==> src/rtl/mem_pipe_pkg.sv <==
// rtl/mem_pipe_pkg.sv - shared types, limits and byte-lane merge helper for mem_pipe_ctrl
package mem_pipe_pkg;

    localparam int MAX_RD_LATENCY = 4;
    localparam int MAX_DATA_WIDTH = 64;
    localparam int MAX_BE_WIDTH   = MAX_DATA_WIDTH / 8;

    // Response payload; narrower data widths are zero-extended into rdata.
    typedef struct packed {
        logic                      err;
        logic [MAX_DATA_WIDTH-1:0] rdata;
    } mem_rsp_t;

    // Replace byte lane i of old_word with the same lane of new_word where be[i] is set.
    function automatic logic [MAX_DATA_WIDTH-1:0] be_merge(
        input logic [MAX_DATA_WIDTH-1:0] old_word,
        input logic [MAX_DATA_WIDTH-1:0] new_word,
        input logic [MAX_BE_WIDTH-1:0]   be
    );
        logic [MAX_DATA_WIDTH-1:0] merged;
        merged = old_word;
        for (int i = 0; i < MAX_BE_WIDTH; i++) begin
            if (be[i]) begin
                merged[i*8 +: 8] = new_word[i*8 +: 8];
            end
        end
        return merged;
    endfunction

endpackage

==> src/rtl/mem_rsp_fifo.sv <==
// rtl/mem_rsp_fifo.sv - response buffer FIFO with arbitrary (non-power-of-two) depth
module mem_rsp_fifo #(
    parameter  int DEPTH = 2,
    parameter  int WIDTH = 8,
    localparam int PTR_W = (DEPTH > 1) ? $clog2(DEPTH) : 1,
    localparam int CNT_W = $clog2(DEPTH + 1)
) (
    input  logic             clk,
    input  logic             rst_n,
    input  logic             push,
    input  logic [WIDTH-1:0] push_data,
    input  logic             pop,
    output logic [WIDTH-1:0] head_data,
    output logic [CNT_W-1:0] count
);

    logic [PTR_W-1:0] wr_ptr_q, wr_ptr_d;
    logic [PTR_W-1:0] rd_ptr_q, rd_ptr_d;
    logic [CNT_W-1:0] count_q, count_d;
    logic [WIDTH-1:0] slot_q [DEPTH];

    // Pointers wrap at DEPTH-1 explicitly because DEPTH need not be a power of two.
    function automatic logic [PTR_W-1:0] ptr_inc(input logic [PTR_W-1:0] p);
        return (p == PTR_W'(DEPTH - 1)) ? '0 : p + 1'b1;
    endfunction

    // Next-state for pointers and occupancy; the caller never pushes when full or pops when empty.
    always_comb begin
        wr_ptr_d = push ? ptr_inc(wr_ptr_q) : wr_ptr_q;
        rd_ptr_d = pop  ? ptr_inc(rd_ptr_q) : rd_ptr_q;
        count_d  = count_q;
        case ({push, pop})
            2'b10:   count_d = count_q + 1'b1;
            2'b01:   count_d = count_q - 1'b1;
            default: count_d = count_q;
        endcase
    end

    // Pointer and occupancy registers; reset empties the buffer.
    always_ff @(posedge clk or negedge rst_n) begin
        if (!rst_n) begin
            wr_ptr_q <= '0;
            rd_ptr_q <= '0;
            count_q  <= '0;
        end else begin
            wr_ptr_q <= wr_ptr_d;
            rd_ptr_q <= rd_ptr_d;
            count_q  <= count_d;
        end
    end

    // Payload storage needs no reset: an empty buffer never exposes it.
    always_ff @(posedge clk) begin
        if (push) begin
            slot_q[wr_ptr_q] <= push_data;
        end
    end

    assign head_data = (count_q != '0) ? slot_q[rd_ptr_q] : '0;
    assign count     = count_q;

endmodule

==> src/rtl/mem_pipe_ctrl.sv <==
// rtl/mem_pipe_ctrl.sv - single-port memory with valid/ready requests, byte enables and pipelined in-order responses
module mem_pipe_ctrl
    import mem_pipe_pkg::*;
#(
    parameter int ADDR_WIDTH = 5,
    parameter int DATA_WIDTH = 8,
    parameter int DEPTH      = 2 ** ADDR_WIDTH,
    parameter int RD_LATENCY = 1
) (
    input  logic                    clk,
    input  logic                    rst_n,
    input  logic                    req_valid,
    output logic                    req_ready,
    input  logic                    req_write,
    input  logic [ADDR_WIDTH-1:0]   req_addr,
    input  logic [DATA_WIDTH-1:0]   req_wdata,
    input  logic [DATA_WIDTH/8-1:0] req_be,
    output logic                    rsp_valid,
    input  logic                    rsp_ready,
    output logic [DATA_WIDTH-1:0]   rsp_rdata,
    output logic                    rsp_err
);

    localparam int RSP_DEPTH = RD_LATENCY + 1;
    localparam int CNT_W     = $clog2(RSP_DEPTH + 1);
    localparam int MEM_AW    = (DEPTH > 1) ? $clog2(DEPTH) : 1;

    if ((DATA_WIDTH % 8) != 0 || DATA_WIDTH > MAX_DATA_WIDTH) begin : g_bad_data_width
        $error("mem_pipe_ctrl: DATA_WIDTH must be a multiple of 8 and at most %0d", MAX_DATA_WIDTH);
    end
    if (RD_LATENCY < 1 || RD_LATENCY > MAX_RD_LATENCY) begin : g_bad_rd_latency
        $error("mem_pipe_ctrl: RD_LATENCY must lie in 1..%0d", MAX_RD_LATENCY);
    end
    if (DEPTH < 1 || DEPTH > (1 << ADDR_WIDTH)) begin : g_bad_depth
        $error("mem_pipe_ctrl: DEPTH must lie in 1..2**ADDR_WIDTH");
    end

    logic [DATA_WIDTH-1:0] mem [DEPTH];
    logic                  accept;
    logic                  pop;
    logic                  in_range;
    logic [MEM_AW-1:0]     mem_idx;
    logic [DATA_WIDTH-1:0] rd_word;
    mem_rsp_t              new_rsp;
    logic [CNT_W-1:0]      outstanding_q, outstanding_d;
    logic                  fifo_push;
    mem_rsp_t              fifo_push_data;
    mem_rsp_t              fifo_head;
    logic [CNT_W-1:0]      fifo_count;
    logic                  unused_rsp_hi;

    // Request decode: range check, array read and the response this request will produce.
    always_comb begin
        in_range      = {1'b0, req_addr} < (ADDR_WIDTH + 1)'(DEPTH);
        mem_idx       = MEM_AW'(req_addr);
        rd_word       = mem[mem_idx];
        accept        = req_valid && req_ready;
        new_rsp.err   = !in_range;
        new_rsp.rdata = (in_range && !req_write) ? MAX_DATA_WIDTH'(rd_word) : '0;
    end

    // Byte-lane write on the accept edge; contents deliberately survive reset.
    always_ff @(posedge clk) begin
        if (accept && req_write && in_range) begin
            mem[mem_idx] <= DATA_WIDTH'(be_merge(MAX_DATA_WIDTH'(rd_word),
                                                 MAX_DATA_WIDTH'(req_wdata),
                                                 MAX_BE_WIDTH'(req_be)));
        end
    end

    // RD_LATENCY-1 register stages between the array read and the response buffer.
    if (RD_LATENCY == 1) begin : g_no_pipe
        assign fifo_push      = accept;
        assign fifo_push_data = new_rsp;
    end else begin : g_pipe
        localparam int NSTG = RD_LATENCY - 1;
        logic [NSTG-1:0] vld_q, vld_d;
        mem_rsp_t        rsp_q [NSTG];
        mem_rsp_t        rsp_d [NSTG];

        // Stages always advance: the outstanding limit guarantees buffer room on arrival.
        always_comb begin
            vld_d    = vld_q;
            rsp_d    = rsp_q;
            vld_d[0] = accept;
            rsp_d[0] = new_rsp;
            for (int i = 1; i < NSTG; i++) begin
                vld_d[i] = vld_q[i-1];
                rsp_d[i] = rsp_q[i-1];
            end
        end

        // Stage registers; reset drops anything in flight.
        always_ff @(posedge clk or negedge rst_n) begin
            if (!rst_n) begin
                vld_q <= '0;
                for (int i = 0; i < NSTG; i++) begin
                    rsp_q[i] <= '0;
                end
            end else begin
                vld_q <= vld_d;
                rsp_q <= rsp_d;
            end
        end

        assign fifo_push      = vld_q[NSTG-1];
        assign fifo_push_data = rsp_q[NSTG-1];
    end

    // Outstanding = accepted but not yet popped; a simultaneous accept and pop cancel.
    always_comb begin
        outstanding_d = outstanding_q;
        if (accept && !pop) begin
            outstanding_d = outstanding_q + 1'b1;
        end else if (pop && !accept) begin
            outstanding_d = outstanding_q - 1'b1;
        end
    end

    // Outstanding counter register.
    always_ff @(posedge clk or negedge rst_n) begin
        if (!rst_n) begin
            outstanding_q <= '0;
        end else begin
            outstanding_q <= outstanding_d;
        end
    end

    mem_rsp_fifo #(
        .DEPTH (RSP_DEPTH),
        .WIDTH ($bits(mem_rsp_t))
    ) u_rsp_fifo (
        .clk       (clk),
        .rst_n     (rst_n),
        .push      (fifo_push),
        .push_data (fifo_push_data),
        .pop       (pop),
        .head_data (fifo_head),
        .count     (fifo_count)
    );

    assign req_ready     = rst_n && (outstanding_q < CNT_W'(RSP_DEPTH));
    assign rsp_valid     = (fifo_count != '0);
    assign pop           = rsp_valid && rsp_ready;
    assign rsp_err       = fifo_head.err;
    assign rsp_rdata     = DATA_WIDTH'(fifo_head.rdata);
    assign unused_rsp_hi = ^fifo_head.rdata;

endmodule

==> config.mk <==
export PLATFORM = sky130hd
export DESIGN_NAME = mem_pipe_ctrl
export DESIGN_NICKNAME = d
export VERILOG_FILES = /design/src/rtl/mem_pipe_pkg.sv /design/src/rtl/mem_rsp_fifo.sv /design/src/rtl/mem_pipe_ctrl.sv
export SDC_FILE = /design/constraint.sdc
export NUM_CORES = 1
export LEC_CHECK = 0
export CAP_MARGIN = 10
export CORE_ASPECT_RATIO = 0.7
export CORE_MARGIN = 1.5
export CORE_UTILIZATION = 57
export CTS_BUF_LIST = sky130_fd_sc_hd__clkbuf_8 sky130_fd_sc_hd__clkbuf_16
export DETAILED_ROUTE_END_ITERATION = 10
export DONT_BUFFER_PORTS = 1
export PLACE_DENSITY_LB_ADDON = 0.2
export RECOVER_POWER = 50
export REMOVE_ABC_BUFFERS = 1
export SETUP_SLACK_MARGIN = 0.02
export SYNTH_ARGS = -nofsm -noshare
export SYNTH_HDL_FRONTEND = slang
export SYNTH_SLANG_ARGS = --single-unit
export TNS_END_PERCENT = 1
==> constraint.sdc <==
create_clock -name clk -period 2.2 [get_ports clk]
set_clock_uncertainty 0.05 [all_clocks]
set_input_delay 0.44 -clock clk [delete_from_list [all_inputs] [get_ports clk]]
set_output_delay 0.44 -clock clk [all_outputs]
set_load 0.1 [all_outputs]
==> flow_metrics.py, run 1 <==
metrics = {
    "global_routing": {
        "globalRoute.totalOverflow": 0,
        "global_route.peak_usage_layer": "met2",
        "number_of_global_route_vias_before_repair": 6172,
        "grt_pass1_wl_mm": 39.8,
        "global_route.usage.met3": 0.0745,
        "gr-usage-met2": 0.438,
        "grt.met1_usage": 0.386,
        "track_usage": 0.279,
        "antenna_found_initial": 0,
        "grt_max_degree": 133,
    },
    "critical_path": {
        "timing.critical_path.required_ns": 2.32,
        "critPathArrivalTime_ns": 2.32,
        "cp_startpoint_kind": "flip-flop",
        "critical_path.endpoint_type": "flip-flop",
        "critical_path.max_fanout": 8,
        "worstSetupPathType": "reg2reg",
    },
    "floorplanning": {
        "core_area_um2": 19000,
        "fp-row-count": 42,
        "chipWidth_um": 170,
        "initial_utilization": 0.584,
        "floorplan.die_area_um2": 20400,
        "num_io_pins": 30,
        "die_height_um": 120,
    },
    "run_status": {
        "violations": "negative setup slack",
        "outcome": "finished with violations",
    },
    "cells_and_area": {
        "final_layout_size_suffix_gt1_frac": 0.228,
        "areaGrowthSynthToFinish_pct": 16.8,
        "mostFrequentLayoutCells": "sky130_fd_sc_hd__edfxtp_1, sky130_fd_sc_hd__mux2i_1, sky130_fd_sc_hd__buf_4",
        "antennaDiodeCount": 0,
        "finalInstanceArea_um2": 13000,
        "most_frequent_standard_cell_in_the_layout_excluding_fill_and_tap_cells": "sky130_fd_sc_hd__edfxtp_1",
        "count_of_nets_after_finishing": 791,
        "finish.utilization": 0.682,
    },
    "power": {
        "power.static_leakage_nw": 4.63,
        "power.density_nw_per_um2": 929,
        "highest_ir_drop_seen_on_vdd_mv": 0.503,
        "post-layout-total-power_mw": 12.1,
    },
    "job": {
        "max_cap_viol_count": 0,
    },
    "cts": {
        "ctsHtreeMaxLevel": 1,
        "clock_tree.root_cell": "sky130_fd_sc_hd__clkbuf_16",
        "clkSlewWorstSetupHoldPaths_ns": 0.06,
        "tritoncts_clock_tree": "done",
        "max-clock-path-buffers": 3,
        "clkLatencyLatePin_ns": 0.52,
        "clkSinkCount": 278,
        "tritoncts.num_buffers": 25,
    },
    "sta": {
        "timing_max_transition_violations_final": 0,
        "tightest_slew_ns": 0.610,
        "unrepaired_setup_endpoints_after_global_routing": "no",
        "maxSlewHeadroom": 0.593,
        "period_minus_slack_ns": 2.20,
        "setup_viol_count_final": 1,
        "worst_slack_ns": -0.00110,
        "fmax_mhz": 454,
        "timing.final.crit_share": 1.00,
        "final_hold_viol_count": 0,
    },
    "placement": {
        "place_area_um2": 12300,
        "place_worst_setup_slack_ns": -0.202,
        "io_buffer_count": 0,
        "hpwl_mm": 18.7,
        "place.gp.congestion": 0.892,
    },
    "synthesis": {
        "synth_seq_cells": 278,
        "syn_area_um2": 11100,
        "ys.flop_type": "sky130_fd_sc_hd__edfxtp_1",
        "cell_count_after_synthesis": 651,
        "synth_cell_types": 34,
        "post_synth_edffs": 272,
        "asyncSetResetFlopFracSynth": 0.0216,
        "fraction_of_the_yosys_area_taken_by_sequential_cells": 0.749,
        "syn_avg_cell_area_um2": 17.1,
        "synth_warnings": 0,
    },
    "drt": {
        "avgViaCountPerCell": 6.15,
        "drtAntennaViolNets": 0,
        "route.detailed.wl_per_inst_um": 26.4,
        "vias_post_dr": 6448,
        "route.detailed.drc": 0,
        "wl_mm": 27.7,
        "drt_iter0_drc": 682,
        "drt_first_pass_iters": 5,
    },
    "hold_path": {
        "timing.hold.worst.class": "in2reg",
    },
}
cell type report:
class	count	area, um2
clock buffer	25	626
clock inverter	17	149
fill	1309	6050
inverter	4	15.0
multi-input combinational	329	2660
sequential	278	8320
tap	264	330
timing repair buffer	132	880
cells by family (layout without fill, tap and decap cells):
| logic type | count (synthesis) | after routing | synth area share |
|---|---|---|---|
| AO/OA/AOI/OAI | 80 | 80 | 0.0486 |
| buffers and inverters | 44 | 178 | 0.0197 |
| multiplexers | 136 | 136 | 0.123 |
| other | 1 | 1 | 0.000337 |
| AND/OR/NAND/NOR | 102 | 102 | 0.0517 |
| flip-flops | 278 | 278 | 0.749 |
| adder cells (fa/ha/maj) | 2 | 2 | 0.00225 |
| XOR/XNOR | 8 | 8 | 0.00630 |
worst max-delay path, cell delays in order (launching register included):
cell	delay, ns
sky130_fd_sc_hd__dfrtp_1	0.38
sky130_fd_sc_hd__and3b_1	0.34
sky130_fd_sc_hd__nand2_1	0.11
sky130_fd_sc_hd__or3_4	0.41
sky130_fd_sc_hd__nor2_1	0.19
sky130_fd_sc_hd__clkbuf_1	0.37
registers in the layout, summed over array words and instances (netlist names):
signal               flops
u_rsp_fifo.wr_ptr_q      1
u_rsp_fifo.count         2
u_rsp_fifo.rd_ptr_q      1
outstanding_q            2
mem                    256
u_rsp_fifo.slot_q       16
metal layers:
metal  up-vias  wire length [um]
met1      3220             11000
met5         -                 0
li1       2830                 -
met3        61              3050
met2       337             12700
met4         0               925
worst paths after layout:
path	endpoint	slack (ns)	cells past startpoint	from
min in group asynchronous	u_rsp_fifo.wr_ptr_q	0.18	1	rst_n
min	u_rsp_fifo.rd_ptr_q	0.08	2	rsp_ready
max in group asynchronous	u_rsp_fifo.rd_ptr_q	1.69	1	rst_n
min reg2reg	u_rsp_fifo.count[1]	0.42	1	u_rsp_fifo.count[1]
max	mem[4][3]	-0.001	5	outstanding_q[1]
max reg2reg	mem[4][3]	-0.001	5	outstanding_q[1]
cells in the mapped netlist, drive strengths merged (2+ instances only):
cell type  number  area [um2]
a21oi           8        40.0
a31oi           8        50.1
buf            31         170
clkbuf          9        33.8
dfrtp           6         150
edfxtp        272        8170
ha              2        25.0
inv             4        15.0
mux2i         136        1360
nand2           4        15.0
nand3b          2        15.0
nand4           2        12.5
nand4b          6        52.6
nand4bb         6        67.6
nor2           49         184
nor3            4        20.0
nor4           16         100
o22ai          64         450
or3             2        12.5
or3b            2        17.5
or4b            4        43.8
xnor2           4        35.0
xor2            4        35.0
repair_timing:
action | CTS | global route
setup buffers | 0 | 0
endpoints found under the setup margin | 10 | 80
hold buffers | 1 | 0
resized for setup | 2 | 4
hold endpoints to repair | 6 | 0
where the power goes:
group	internal, mW	leakage, nW	switching, mW
registers	6.02	2.51	0.0873
clock network	2.40	0.399	1.78
logic	0.520	1.72	1.25
total	8.94	4.63	3.12
per-stage QoR:
step | std cells | TNS [ns] | hold WS, ns
floorplan | 611 | -168.86 | 0.0944
global placement | 1006 | -28.18 | 0.0946
detailed placement | 1006 | -34.86 | 0.0946
CTS | 1049 | 0 | 0.0834
global route | 1049 | 0 | 0.0997
finish | 1049 | -0.00110 | 0.0840
No activity file was read; power rests on OpenSTA's default activity.
==> run 2: changes to the inputs <==
--- a/config.mk
+++ b/config.mk
@@ -8,10 +8,12 @@
 export CAP_MARGIN = 10
 export CORE_ASPECT_RATIO = 0.7
 export CORE_MARGIN = 1.5
-export CORE_UTILIZATION = 57
+export CORE_UTILIZATION = 60
 export CTS_BUF_LIST = sky130_fd_sc_hd__clkbuf_8 sky130_fd_sc_hd__clkbuf_16
+export CTS_CLUSTER_DIAMETER = 100
 export DETAILED_ROUTE_END_ITERATION = 10
 export DONT_BUFFER_PORTS = 1
+export GPL_TIMING_DRIVEN = 0
 export PLACE_DENSITY_LB_ADDON = 0.2
 export RECOVER_POWER = 50
 export REMOVE_ABC_BUFFERS = 1
==> constraint.sdc (replaced) <==
create_clock -name clk -period 2.4 [get_ports clk]
set_clock_uncertainty 0.05 [all_clocks]
set_input_delay 0.48 -clock clk [delete_from_list [all_inputs] [get_ports clk]]
set_output_delay 0.48 -clock clk [all_outputs]
set_load 0.1 [all_outputs]
==> run 2 against run 1 <==
  * The flow still finishes with violations (negative setup slack)
  * Clock-buffer cell count is the same
  * Global-route usage fell by 4.2 points
  * Sequential share of layout area rose by 3.2 points
  * Highest routed layer unchanged
  * Power shrank 9.7%
  * Clock power down 9.4%
  * Flip-flop and latch count is the same
  * First-iteration DRC count grew 20%
  * Design area is 4.7% lower
  * Worst setup slack got worse by 0.12 ns
  * Sequential power decreased by 8.2%
  * Non-clock buffer count decreased by 125
==> flow_metrics.py, run 2 (synthesis gave the netlist of run 1 again) <==
metrics = {
    "placement": {
        "io_buffer_count": 0,
        "post-place-cells": 851,
        "hpwl_mm": 14.4,
        "place_worst_setup_slack_ns": -0.596,
        "place.gp.congestion": 0.896,
    },
    "sta": {
        "totalNegativeSetupSlack_ns": -10.44,
        "setup_viol_count_final": 176,
        "tightest_slew_ns": 1.05,
        "worst_hold_slack_ns": 0.140,
        "timing.final.crit_share": 1.05,
        "period_minus_slack_ns": 2.52,
        "fmax_mhz": 397,
        "timing_max_transition_violations_final": 0,
        "maxSlewHeadroom": 0.295,
        "final_hold_viol_count": 0,
        "worst_slack_ns": -0.117,
        "unrepaired_setup_endpoints_after_global_routing": "yes",
    },
    "floorplanning": {
        "die_height_um": 117,
        "initial_utilization": 0.615,
        "fp-row-count": 41,
        "core_area_um2": 18100,
        "floorplan.die_area_um2": 19400,
        "chipWidth_um": 166,
        "num_io_pins": 30,
    },
    "cells_and_area": {
        "count_of_nets_after_finishing": 666,
        "regMostFlops": "mem",
        "antennaDiodeCount": 0,
        "layout_top_registers": "mem: 256 flops, u_rsp_fifo.slot_q: 16 flops",
        "finalNonFillerCells": 899,
        "areaGrowthSynthToFinish_pct": 11.3,
        "most_frequent_standard_cell_in_the_layout_excluding_fill_and_tap_cells": "sky130_fd_sc_hd__edfxtp_1",
        "mostFrequentLayoutCells": "sky130_fd_sc_hd__edfxtp_1, sky130_fd_sc_hd__mux2i_1, sky130_fd_sc_hd__o22ai_1",
        "final_layout_size_suffix_gt1_frac": 0.148,
        "largest_register_ffs": 256,
    },
    "cts": {
        "clkSlewWorstSetupHoldPaths_ns": 0.06,
        "tritoncts.num_buffers": 25,
        "max-clock-path-buffers": 3,
        "clkSinkCount": 278,
        "tritoncts_clock_tree": "done",
        "ctsHtreeMaxLevel": 1,
        "clock_tree.root_cell": "sky130_fd_sc_hd__clkbuf_16",
        "clkLatencyLatePin_ns": 0.52,
    },
    "power": {
        "post-layout-total-power_mw": 10.9,
        "power.static_leakage_nw": 4.12,
        "highest_ir_drop_seen_on_vdd_mv": 1.23,
        "power.density_nw_per_um2": 880,
    },
    "critical_path": {
        "critical-path-max-stage-delay_ns": 0.82,
        "critical_path.endpoint_type": "flip-flop",
        "timing.critical_path.required_ns": 2.49,
        "r2r_cells": 3,
        "critPathSlowestCell": "sky130_fd_sc_hd__nor2_1",
        "critical_path.max_fanout": 8,
        "critPathArrivalTime_ns": 2.61,
        "path_cells": "and3b_2 -> nand4_1 -> nor2_1",
        "worstSetupPathType": "reg2reg",
        "rrSetupSlack_ns": -0.12,
        "cp_startpoint_kind": "flip-flop",
    },
    "global_routing": {
        "track_usage": 0.237,
        "grt_max_degree": 133,
        "globalRoute.totalOverflow": 0,
        "number_of_global_route_vias_before_repair": 5544,
        "global_route.peak_usage_layer": "met1",
        "grt_pass1_wl_mm": 34.1,
        "gr-usage-met2": 0.341,
        "grt.met1_usage": 0.374,
        "global_route.usage.met3": 0.0528,
        "antenna_found_initial": 0,
    },
    "drt": {
        "drtAntennaViolNets": 0,
        "wl_mm": 22.7,
        "avgViaCountPerCell": 6.49,
        "vias_post_dr": 5838,
        "route.detailed.wl_per_inst_um": 25.3,
        "drt_first_pass_iters": 5,
        "drt_iter0_drc": 817,
        "route.detailed.drc": 0,
    },
    "hold_path": {
        "timing.hold.worst.class": "in2reg",
        "cell_count_of_the_worst_hold_path": 1,
    },
    "run_status": {
        "outcome": "finished with violations",
        "violations": "negative setup slack",
    },
    "job": {
        "max_cap_viol_count": 0,
    },
}
run 2: changes by cell type in the layout (fill, tap and decap cells not counted), moves of 5 or more:
cell,before,now
sky130_fd_sc_hd__a31oi_4,0,5
sky130_fd_sc_hd__buf_4,83,1
sky130_fd_sc_hd__clkbuf_1,16,0
sky130_fd_sc_hd__clkbuf_2,24,1
sky130_fd_sc_hd__nor2_1,41,30
sky130_fd_sc_hd__nor2_4,0,9
sky130_fd_sc_hd__nor4_1,13,6
sky130_fd_sc_hd__nor4_2,3,9
run 2: timing repair:
action | in CTS | in global routing
pin swaps | 2 | 3
endpoints found under the hold margin | 6 | 0
hold buffers | 1 | 0
setup endpoints to repair | 451 | 454
resized for setup | 35 | 21
setup buffers | 1 | 1
run 2: critical path, delay by kind of cell, from the launching register on:
kind	cells	cell delay, ns
flip-flops	1	0.41
AND/OR/NAND/NOR	3	1.69
run 2: layer usage:
| layer | vias up | share of wire | wire length [um] |
|---|---|---|---|
| met5 | - | 0 | 0 |
| met2 | 272 | 0.42 | 9560 |
| met3 | 39 | 0.10 | 2280 |
| li1 | 2584 | - | - |
| met1 | 2943 | 0.46 | 10400 |
| met4 | 0 | 0.021 | 486 |
run 2: through the flow:
step,utilization,cell area [um2]
floorplan,-,10900
global placement,0.620,11200
detailed placement,0.630,11400
CTS,0.682,12300
global route,0.685,12400
finish,0.685,12400
run 2: final cells by class:
type | instances | area, um2
fill | 1173 | 5690
clock inverter | 20 | 148
multi-input combinational | 329 | 2880
inverter | 4 | 18.8
sequential | 278 | 8320
clock buffer | 25 | 626
timing repair buffer | 7 | 78.8
tap | 236 | 295
run 2: final timing paths:
check	endpoint	start
max	mem[15][0]	outstanding_q[1]
min reg2reg	u_rsp_fifo.count[1]	u_rsp_fifo.count[1]
min	mem[24][3]	req_addr[2]
max reg2reg	mem[15][0]	outstanding_q[1]
min in group asynchronous	u_rsp_fifo.rd_ptr_q	rst_n
max in group asynchronous	outstanding_q[1]	rst_n
run 2: where the power goes:
| group | switching (mW) | leakage (nW) | internal (mW) | total, mW |
|---|---|---|---|---|
| clock network | 1.67 | 0.378 | 2.11 | 3.78 |
| registers | 0.0817 | 2.51 | 5.52 | 5.61 |
| logic | 1.15 | 1.23 | 0.345 | 1.50 |
==> run 3: changes to the inputs <==
--- a/config.mk
+++ b/config.mk
@@ -14,7 +14,7 @@
 export DETAILED_ROUTE_END_ITERATION = 10
 export DONT_BUFFER_PORTS = 1
 export GPL_TIMING_DRIVEN = 0
-export PLACE_DENSITY_LB_ADDON = 0.2
+export PLACE_DENSITY = 0.78
 export RECOVER_POWER = 50
 export REMOVE_ABC_BUFFERS = 1
 export SETUP_SLACK_MARGIN = 0.02
==> run 3 against run 2 <==
  * The run still ends with negative setup slack left
  * Critical path type unchanged
  * Power grew 0.99%
  * Clock power grew 2%
  * Clock-buffer cell count is the same
  * Die area unchanged
  * Highest routed layer unchanged
==> flow_metrics.py, run 3 (synthesis gave the netlist of run 1 again) <==
metrics = {
    "power": {
        "power.static_leakage_nw": 4.15,
        "highest_ir_drop_seen_on_vdd_mv": 1.03,
        "sw_frac": 0.273,
        "internal_power_mw": 7.99,
        "power.density_nw_per_um2": 885,
        "seqPwrFrac": 0.510,
        "switchingPower_mw": 3.00,
        "p_clk_frac": 0.352,
        "share_of_total_power_in_combinational_logic": 0.138,
    },
    "critical_path": {
        "critical_path.max_fanout": 8,
        "worstSetupPathType": "reg2reg",
        "critical_path.endpoint_type": "flip-flop",
        "critPathArrivalTime_ns": 2.70,
        "cp_startpoint_kind": "flip-flop",
        "timing.critical_path.required_ns": 2.51,
    },
    "drt": {
        "vias_post_dr": 6010,
        "route.detailed.drc": 0,
        "met3_wirelength_mm": 2.98,
        "route.detailed.wl_per_inst_um": 26.1,
        "route.met2.wl_mm": 10.2,
        "wl_mm": 23.5,
        "top_layer": "met4",
        "drt_iter0_drc": 942,
        "avgViaCountPerCell": 6.67,
        "drt_first_pass_iters": 5,
        "routedLengthMet1_mm": 9.71,
        "drtAntennaViolNets": 0,
    },
    "hold_path": {
        "timing.hold.worst.class": "in2reg",
    },
    "sta": {
        "final_hold_viol_count": 0,
        "unrepaired_setup_endpoints_after_global_routing": "yes",
        "timing.final.crit_share": 1.08,
        "setup_viol_count_final": 175,
        "period_minus_slack_ns": 2.59,
        "totalNegativeSetupSlack_ns": -15.34,
        "tightest_slew_ns": 1.05,
        "timing_max_transition_violations_final": 0,
        "worst_slack_ns": -0.186,
        "fmax_mhz": 387,
        "worst_hold_slack_ns": 0.133,
        "maxSlewHeadroom": 0.294,
    },
    "cts": {
        "clkSlewWorstSetupHoldPaths_ns": 0.07,
        "ctsHtreeMaxLevel": 1,
        "clkSinkCount": 278,
        "clock_tree.root_cell": "sky130_fd_sc_hd__clkbuf_16",
        "clkLatencyLatePin_ns": 0.53,
        "tritoncts.num_buffers": 25,
        "tritoncts_clock_tree": "done",
        "max-clock-path-buffers": 3,
    },
    "global_routing": {
        "antenna_found_initial": 0,
        "grt_max_degree": 133,
        "globalRoute.totalOverflow": 0,
        "grt_pass1_wl_mm": 34.3,
        "number_of_global_route_vias_before_repair": 5563,
        "track_usage": 0.241,
    },
    "run_status": {
        "outcome": "finished with violations",
        "violations": "negative setup slack",
    },
    "cells_and_area": {
        "layout_top_registers": "mem: 256 flops, u_rsp_fifo.slot_q: 16 flops",
        "fillCellCount": 1106,
        "final_layout_size_suffix_gt1_frac": 0.168,
        "mostFrequentLayoutCells": "sky130_fd_sc_hd__edfxtp_1, sky130_fd_sc_hd__mux2i_1, sky130_fd_sc_hd__o22ai_1",
        "largest_register_ffs": 256,
        "areaGrowthSynthToFinish_pct": 11.8,
        "antennaDiodeCount": 0,
        "most_frequent_standard_cell_in_the_layout_excluding_fill_and_tap_cells": "sky130_fd_sc_hd__edfxtp_1",
        "regMostFlops": "mem",
        "count_of_nets_after_finishing": 667,
    },
    "floorplanning": {
        "initial_utilization": 0.615,
        "die_height_um": 117,
        "core_area_um2": 18100,
        "fp-row-count": 41,
        "num_io_pins": 30,
        "chipWidth_um": 166,
        "floorplan.die_area_um2": 19400,
    },
    "placement": {
        "io_buffer_count": 0,
        "place.gp.congestion": 0.908,
        "hpwl_mm": 14.2,
        "place_worst_setup_slack_ns": -0.561,
    },
    "job": {
        "max_cap_viol_count": 0,
    },
}
## run 3: cell count changes in the layout (fill, tap and decap cells not counted), sizes merged
| cell | change |
|---|---|
| inv | +2 |
| clkinvlp | -1 |
| clkbuf | +1 |
## run 3: repair_timing
item,4_1_cts,5_1_grt
setup endpoints to repair,413,455
gates resized for setup,42,23
hold buffers,1,0
setup buffers,1,2
endpoints found under the hold margin,6,0
pin swaps,3,3
## run 3: area by class of cell
class | count | area (um2) | area share
Multi-Input combinational cell | 329 | 2920 | 0.235
Inverter | 4 | 18.8 | 0.00151
Sequential cell | 278 | 8320 | 0.669
Tap cell | 236 | 295 | 0.0238
Clock buffer | 25 | 626 | 0.0503
Clock inverter | 21 | 158 | 0.0127
Timing Repair Buffer | 8 | 90.1 | 0.00725
## run 3: power groups by stage
| stage | combinational [mW] | sequential [mW] | clock, mW |
|---|---|---|---|
| global route | 1.59 | 5.62 | 4.05 |
| floorplan | 1.12 | 5.70 | 0 |
| global placement | 1.27 | 5.72 | 0 |
| detailed placement | 1.39 | 5.71 | 0 |
| finish | 1.52 | 5.61 | 3.87 |
| CTS | 1.51 | 5.62 | 3.87 |
## run 3: per-layer routing
metal,track usage,vias up
met3,0.0565,47
met5,0,-
met4,0.0667,0
met1,0.368,2982
li1,-,2584
met2,0.354,397
## run 3: path summary, 6_finish.rpt
kind	to	cells after the start	from	slack, ns
max reg2reg	mem[26][5]	3	outstanding_q[1]	-0.19
max	mem[26][5]	3	outstanding_q[1]	-0.19
max in group asynchronous	outstanding_q[0]	1	rst_n	1.88
min	mem[24][0]	1	req_addr[2]	0.13
min in group asynchronous	u_rsp_fifo.wr_ptr_q	1	rst_n	0.21
min reg2reg	u_rsp_fifo.count[1]	1	u_rsp_fifo.count[1]	0.43
## run 3: worst max-delay path: stages, from the launching register on
cell and delay, ns:
sky130_fd_sc_hd__dfrtp_1 0.41, sky130_fd_sc_hd__and3b_2 0.38, sky130_fd_sc_hd__nand4b_1 0.60, sky130_fd_sc_hd__nor3_2 0.79
## run 3: through the flow
step | area, um2 | cells | util | power [mW]
2_1_floorplan | 10900 | 611 | - | 6.82
3_3_place_gp | 11200 | 847 | 0.620 | 6.99
3_5_place_dp | 11400 | 851 | 0.630 | 7.10
4_1_cts | 12300 | 899 | 0.684 | 11.0
5_1_grt | 12400 | 901 | 0.688 | 11.3
6_report | 12400 | 901 | 0.688 | 11.0
